<file path="src/rtl/sdram_bus_arbiter.sv">
// Two-port (I/D) arbiter in front of a single SDRAM controller bus; registers the granted request.
// Optional ARB_ROUND_ROBIN_EN: alternate ownership on contention instead of fixed D-over-I priority.
module sdram_bus_arbiter #(
  parameter int unsigned ADDR_W = 32,
  parameter int unsigned DATA_W = 32
) (
  input  logic              clk,
  input  logic              reset,
  input  logic [ADDR_W-1:0] i_addr,
  input  logic [DATA_W-1:0] i_data,
  input  logic              i_we,
  input  logic              i_start,
  output logic [DATA_W-1:0] i_q,
  output logic              i_done,
  input  logic [ADDR_W-1:0] d_addr,
  input  logic [DATA_W-1:0] d_data,
  input  logic              d_we,
  input  logic              d_start,
  output logic [DATA_W-1:0] d_q,
  output logic              d_done,
  output logic [ADDR_W-1:0] sdc_addr,
  output logic [DATA_W-1:0] sdc_data,
  output logic              sdc_we,
  output logic              sdc_start,
  input  logic [DATA_W-1:0] sdc_q,
  input  logic              sdc_done,
  output logic [1:0]        arb_grant
);

  typedef enum logic [1:0] {ST_IDLE, ST_BUSY, ST_RELEASE} state_t;

  localparam logic [1:0] GNT_NONE = 2'b00;
  localparam logic [1:0] GNT_I    = 2'b01;
  localparam logic [1:0] GNT_D    = 2'b10;

  state_t            r_state, w_state;
  logic [ADDR_W-1:0] r_sdc_addr, w_sdc_addr;
  logic [DATA_W-1:0] r_sdc_data, w_sdc_data;
  logic              r_sdc_we, w_sdc_we;
  logic              r_sdc_start, w_sdc_start;
  logic [DATA_W-1:0] r_i_q, w_i_q;
  logic [DATA_W-1:0] r_d_q, w_d_q;
  logic              r_i_done, w_i_done;
  logic              r_d_done, w_d_done;
  logic [1:0]        r_grant, w_grant;
  logic              w_pick_d;
  logic              w_any_start;

  assign w_any_start = i_start | d_start;

`ifdef ARB_ROUND_ROBIN_EN
  // Last owner: 1 = port D. Reset to D so the first contended grant goes to I.
  logic r_last_d;

  assign w_pick_d = d_start & (~i_start | ~r_last_d);

  always_ff @(posedge clk) begin
    if (reset) begin
      r_last_d <= 1'b1;
    end else if (r_state == ST_IDLE && w_any_start) begin
      r_last_d <= w_pick_d;
    end
  end
`else
  assign w_pick_d = d_start;
`endif

  // State and registered outputs
  always_ff @(posedge clk) begin
    if (reset) begin
      r_state     <= ST_IDLE;
      r_sdc_addr  <= '0;
      r_sdc_data  <= '0;
      r_sdc_we    <= 1'b0;
      r_sdc_start <= 1'b0;
      r_i_q       <= '0;
      r_d_q       <= '0;
      r_i_done    <= 1'b0;
      r_d_done    <= 1'b0;
      r_grant     <= GNT_NONE;
    end else begin
      r_state     <= w_state;
      r_sdc_addr  <= w_sdc_addr;
      r_sdc_data  <= w_sdc_data;
      r_sdc_we    <= w_sdc_we;
      r_sdc_start <= w_sdc_start;
      r_i_q       <= w_i_q;
      r_d_q       <= w_d_q;
      r_i_done    <= w_i_done;
      r_d_done    <= w_d_done;
      r_grant     <= w_grant;
    end
  end

  // Next-state and next-output logic
  always_comb begin
    w_state     = r_state;
    w_sdc_addr  = r_sdc_addr;
    w_sdc_data  = r_sdc_data;
    w_sdc_we    = r_sdc_we;
    w_sdc_start = r_sdc_start;
    w_i_q       = r_i_q;
    w_d_q       = r_d_q;
    w_i_done    = 1'b0;
    w_d_done    = 1'b0;
    w_grant     = r_grant;

    case (r_state)
      ST_IDLE: begin
        if (w_any_start) begin
          w_state     = ST_BUSY;
          w_sdc_start = 1'b1;
          if (w_pick_d) begin
            w_sdc_addr = d_addr;
            w_sdc_data = d_data;
            w_sdc_we   = d_we;
            w_grant    = GNT_D;
          end else begin
            w_sdc_addr = i_addr;
            w_sdc_data = i_data;
            w_sdc_we   = i_we;
            w_grant    = GNT_I;
          end
        end
      end
      ST_BUSY: begin
        // Requester inputs are ignored here; only the controller's completion matters.
        if (sdc_done) begin
          if (r_grant == GNT_D) begin
            w_d_q    = sdc_q;
            w_d_done = 1'b1;
          end else begin
            w_i_q    = sdc_q;
            w_i_done = 1'b1;
          end
          w_sdc_start = 1'b0;
          w_grant     = GNT_NONE;
          w_state     = ST_RELEASE;
        end
      end
      ST_RELEASE: w_state = ST_IDLE;
      default:    w_state = ST_IDLE;
    endcase
  end

  assign sdc_addr  = r_sdc_addr;
  assign sdc_data  = r_sdc_data;
  assign sdc_we    = r_sdc_we;
  assign sdc_start = r_sdc_start;
  assign i_q       = r_i_q;
  assign d_q       = r_d_q;
  assign i_done    = r_i_done;
  assign d_done    = r_d_done;
  assign arb_grant = r_grant;

endmodule

</file>
<file path="config.mk">
export PLATFORM = sky130hd
export DESIGN_NAME = sdram_bus_arbiter
export DESIGN_NICKNAME = d
export VERILOG_FILES = /design/src/rtl/sdram_bus_arbiter.sv
export SDC_FILE = /design/constraint.sdc
export NUM_CORES = 1
export LEC_CHECK = 0
export BUFFER_PORTS_ARGS = -buffer_cell sky130_fd_sc_hd__buf_2
export CORE_MARGIN = 4
export CORE_UTILIZATION = 30
export DETAILED_ROUTE_END_ITERATION = 10
export PLACE_DENSITY_LB_ADDON = 0.25
export SLEW_MARGIN = 20
export SYNTH_ARGS = -nofsm -noshare
export SYNTH_HDL_FRONTEND = slang
export SYNTH_SLANG_ARGS = --single-unit
</file>
<file path="constraint.sdc">
create_clock -name clk -period 1.85 [get_ports clk]
set_input_delay 0.185 -clock clk [delete_from_list [all_inputs] [get_ports clk]]
set_output_delay 0.185 -clock clk [all_outputs]
set_load 0.05 [all_outputs]
</file>
==> results of run 1 <==
-- area by class of cell --
cell class                 count  area [um2]
fill                        1912       10790
multi-input combinational    379        2821
sequential                   136        2723
timing repair buffer         311        1677
clock buffer                  20       446.7
tap                          260       325.3
clock inverter                 9       103.9
inverter                       1       3.754
-- cells in the mapped netlist (all sizes together) --
library cell  count
dfxtp           136
a211oi           65
or2               1
nor3              1
and2              1
or3b              1
a21oi            68
nand2b            3
nor2              5
a21o              1
a32o              1
buf              31
nand2            98
nor2b             2
inv               1
mux2i           129
o21ai             1
nand3b            1
clkbuf           24
a21boi            1
-- worst reg2reg max path, cell delays in order (launching register included) --
cell      delay [ps]
dfxtp_1          420
nand3b_1         260
nor2_4           200
buf_12           260
mux2i_1          280
-- registers in the layout, indices dropped and copies added, names as in the netlist --
name	cells
d_q	32
i_q	32
sdc_addr	32
sdc_data	32
arb_grant	2
r_state	2
d_done	1
i_done	1
sdc_start	1
sdc_we	1
-- power groups by stage --
stage / logic [mW] / clock network (mW) / registers [mW]
after floorplan: 0.719 / 0 / 4.06
after global placement: 2.03 / 0 / 3.32
after detailed placement: 2.04 / 0 / 3.32
after CTS: 2.05 / 3.32 / 3.26
after global routing: 2.15 / 3.45 / 3.28
final: 2.02 / 3.21 / 3.26
-- routing by layer --
metal / part of all wire (%) / global-route usage [%]
met4: 1.0 / 4.613
met2: 46 / 25.02
met3: 9.5 / 6.200
met1: 43 / 18.93
met5: 0 / 0
-- cells by family (layout without fill, tap and decap cells) --
group,count (synthesis),count (layout),synth area share (%)
buffers and inverters,56,341,4.929
and+or+nand+nor,113,113,7.813
AOI/OAI and AO/OA,137,137,18.21
DFF,136,136,46.84
muxes,129,129,22.21
-- through the flow --
step / setup slack [ps] / hold WS (ps) / util [%]
floorplan: 293.6 / 346.5 / -
global placement: 397.9 / 440.4 / 39.96
detailed placement: 352.3 / 444.3 / 39.96
CTS: 358.0 / 18.32 / 42.87
global route: 226.7 / 35.76 / 42.87
finish: 357.6 / 47.01 / 42.87
-- path summary, 6_finish.rpt --
path | from | to | slack (ps)
worst min register to register | i_q[10] | i_q[10] | 450
worst max register to register | r_state[0] | i_q[30] | 360
worst max-delay path | r_state[0] | i_q[30] | 360
worst min-delay path | sdc_q[19] | d_q[19] | 50
==> reports/qor.txt, run 1 <==
hold depth - 3
Mapped Nets - 738
GR Util All Layers - 15.44%
Final Skew - 5.908 ps
initial antenna violation count - 0
sequential share of power - 38.4%
Hold Buf Count CTS - 0
synth top area cells - dfxtp_1 (47%), mux2i_1 (22%), a211oi_2 (8.6%), nand2_1 (6.3%), a21oi_1 (5.9%)
maxcap violations - 0
Rel. slew slack - 69.20%
largest net degree at the start of global routing - 73
clock power share - 37.8%
Layout area overhead - 39.35%
Site Rows - 50
Setup crit end kind - flop
worst min-delay path category - primary input to flop
gpl congestion - 0.7251
DR iter-0 viols - 133
Overflow after GRT - 0
FMAX - 670.1 MHz
mapped cell area - 0.005813 mm2
Pleak - 3.999 nW
PnR Total Power - 8.486 mW
Die H - 147.2 um
Die W - 147.2 um
internal cell power - 5.748 mW
Syn Inst Count - 571
DR vias - 5,124
Setup CP Type - flop to flop
Tmin final - 1492 ps
DRC Markers - 0
ANT cells - 0
register area share after synthesis - 46.84%
Post-Layout Cell Count - 1,116
Mean Syn Cell Area - 10.18 um2
Setup TNS Final - 0 ps
CP arrival - 1820 ps
fraction of layout cells with a size suffix above 1 - 44.98%
Gate power share - 23.8%
synth warn - 0
CTS max path bufs - 2
worst-path cell chain - nand3b_1 -> nor2_4 -> buf_12 -> mux2i_1
Num CTS Buffers - 17
vias in the first global route - 5,139
reg2reg path depth - 4
commonest non-fill, non-tap cell in the layout - buf_2
area of placed instances - 0.007550 mm2
Final Instance Area - 0.008100 mm2
post-layout net count - 1,013
Critical path buffers and inverters - 1
detailed-placement wirelength estimate - 12.35 mm
slowest CP cell - dfxtp_1
post-route ant nets - 0
Synth top area share - 46.84%
Num Clock Sinks - 136
RSZ-0062 raised after global routing - false
Top Family by Delay on Critical Path - simple AND/OR/NAND/NOR gates
Fin. Hold Viols - 0
core area - 0.01889 mm2
Setup Viol. Count Final - 0
post-CTS setup buffer count - 0
worst-case vdd ir drop - 574.4 uV
placed cells - 1,087
#FFs+latches synth - 136
CP required - 2170 ps
Crit Path Max Fanout - 32
cell depth of the worst setup path - 4
first-pass GRT wire length - 27.05 mm
Root Driver - clkbuf_16
Sw Pwr - 2.738 mW
Pwr Density - 1048 mW/mm2
Port Buffers - 300
drt via density - 4.591
Routed wire per std cell - 15.71 um
area leader, netlist - dfxtp_1
# IOs - 301
clk_lat worst skew - 400 ps
Yosys cell types - 24
Initial Utilization - 30.77%
CTS-repair resized insts - 0
most frequent cells in the layout - buf_2 (298), dfxtp_1 (136), mux2i_1 (129)
H-tree levels - 4
CTS tree - built
post-route clock period utilization - 80.67%
max-slew violations - 0
clock-pin slew on the worst setup and hold paths - 60 ps
DR pass1 iterations - 4
Routed WL - 17.53 mm
Worst path max stage delay - 420 ps
status - finished, final reports clean
Switching Fraction - 32.26%
Worst Tran Pin Value - 462.0 ps
total die area - 0.02167 mm2
nature of the critical path startpoint - flop
No activity file was read; power rests on OpenSTA's default activity.
==> run 2, diff against run 1 <==
- ABC_AREA: unset -> 1
- clock period: 1.85 -> 1.4 ns (I/O delays scaled with it)
==> run 2 against run 1 <==
Against the previous run:
- area after synthesis is 0.56% higher
- clock-buffer cell count up 2
- final cell count increased by 30%
- clock power increased by 51%
- largest cell class is now sequential cells
- largest power group is now clock
==> reports/qor.txt, run 2 <==
Tmin final - 1266 ps
Num Clock Sinks - 136
Hold Buf Count CTS - 1
Commonest cells post-synth - nand2_1 (328), nor2_1 (195), dfxtp_1 (136), a21oi_1 (69), o21ai_0 (65)
DRC Markers - 0
Setup crit end kind - flop
Yosys cell types - 17
RSZ-0062 raised after global routing - false
register area share after synthesis - 46.58%
Port Buffers - 300
Pwr Density - 1449 mW/mm2
CTS max path bufs - 2
worst r2r src - r_state[0]
GR Util met2 - 27.53%
GR Util met1 - 19.73%
#FFs+latches synth - 136
Setup CP Type - flop to flop
Most Crowded Layer GR - met2
Site Rows - 50
clock-pin slew on the worst setup and hold paths - 60 ps
Routed wire per std cell - 12.72 um
post-route ant nets - 0
post-CTS setup buffer count - 0
commonest non-fill, non-tap cell in the layout - nand2_1
Mean Syn Cell Area - 6.474 um2
worst-case vdd ir drop - 720.9 uV
worst min-delay path category - primary input to flop
maxcap violations - 0
gpl congestion - 0.7820
Setup Viol. Count Final - 0
ANT cells - 0
CP required - 1730 ps
max-slew violations - 0
synth warn - 0
synth top area cells - dfxtp_1 (47%), nand2_1 (21%), nor2_1 (13%), a21oi_1 (5.9%), o21ai_0 (5.6%)
Hold Path Sink - i_q[7]
Crit Path Max Fanout - 66
post-route clock period utilization - 90.46%
Routed WL - 18.45 mm
nature of the critical path startpoint - flop
Pleak - 4.441 nW
CTS-repair resized insts - 0
met3 Track Usage GR - 5.794%
Final Instance Area - 0.008282 mm2
# IOs - 301
first-pass GRT wire length - 28.56 mm
drt via density - 4.263
hold depth - 5
GR Util All Layers - 16.22%
vias in the first global route - 5,589
R2R Path End - arb_grant[0]
Post-synth ARST share - 0%
fillers - 2,057
Initial Utilization - 30.84%
Overflow after GRT - 0
fraction of layout cells with a size suffix above 1 - 29.92%
CTS tree - built
initial antenna violation count - 0
Die H - 147.6 um
area of placed instances - 0.007631 mm2
Final Skew - 8.681 ps
Mapped Nets - 1,070
post-layout net count - 1,344
EDFF count, synth - 0
R2R Setup Slk - 130 ps
Synth top area share - 46.58%
Die W - 147.6 um
Syn Inst Count - 903
Worst Tran Pin Value - 476.1 ps
total die area - 0.02178 mm2
Num CTS Buffers - 17
mapped cell area - 0.005846 mm2
FMAX - 789.7 MHz
Setup TNS Final - 0 ps
DR pass1 iterations - 4
reg2reg path depth - 4
CP arrival - 1600 ps
largest net degree at the start of global routing - 67
DR iter-0 viols - 240
H-tree levels - 4
Synth Flop Type - dfxtp_1
most frequent cells in the layout - nand2_1 (326), buf_2 (300), nor2_1 (195)
DR vias - 6,181
top-count cell post-synth - nand2_1
detailed-placement wirelength estimate - 13.25 mm
Layout area overhead - 41.67%
hold_sp - sdc_q[7]
Root Driver - clkbuf_16
Rel. slew slack - 68.26%
clk_lat worst skew - 410 ps
area leader, netlist - dfxtp_1
core area - 0.01896 mm2
status - finished, final reports clean
Fin. Hold Viols - 0
run 2: worst max path at each step:
stage	from	depth (start not counted)	endpoint	slack [ps]
floorplan	arb_grant[1]	6	d_q[23]	120
global placement	r_state[1]	4	arb_grant[0]	120
detailed placement	r_state[0]	4	arb_grant[0]	120
CTS	r_state[0]	4	arb_grant[0]	100
global route	r_state[0]	6	i_q[28]	40
finish	r_state[0]	4	arb_grant[0]	130
run 2: kinds of logic after synthesis:
family | synth area share [%]
simple gates | 34.80
flops | 46.58
compound gates | 11.47
buf+inv | 7.149
run 2: critical path, stage by stage (launching register included):
cell and delay (ps):
dfxtp_1 350, nor2_4 160, buf_12 300, nand3_1 190, a21oi_1 170
run 2: power by group:
part	switching, mW	internal, mW
Clock	1.70	3.14
Sequential	0.157	4.19
Combinational	2.03	0.781
run 2: final cells by class:
class	instances	area (um2)	area share, %
multi-input combinational	667	2715	32.78
clock buffer	22	474.2	5.726
tap	260	325.3	3.928
sequential	136	2725	32.91
timing repair buffer	317	1732	20.91
clock inverter	10	166.4	2.009
inverter	38	143.9	1.737
run 2: per-layer routing:
| layer | routed length [um] | up-vias | share of wire (%) |
|---|---|---|---|
| met2 | 8658 | 198 | 47 |
| met5 | 0 | - | 0 |
| met4 | 131 | 0 | 0.71 |
| met3 | 1462 | 8 | 7.9 |
| met1 | 8193 | 2649 | 44 |
| li1 | - | 3326 | - |
run 2: metrics by stage:
step / total power [mW] / setup slack (ps) / hold WS, ps / instances / util [%]
floorplan: 6.408 / 116.8 / 297.7 / 903 / -
finish: 12.00 / 133.6 / 38.48 / 1450 / 43.69
global route: 12.61 / 35.82 / 34.86 / 1450 / 43.69
CTS: 12.20 / 102.7 / 14.67 / 1450 / 43.69
detailed placement: 7.277 / 118.0 / 437.1 / 1417 / 40.26
global placement: 7.270 / 117.0 / 428.9 / 1417 / 40.26
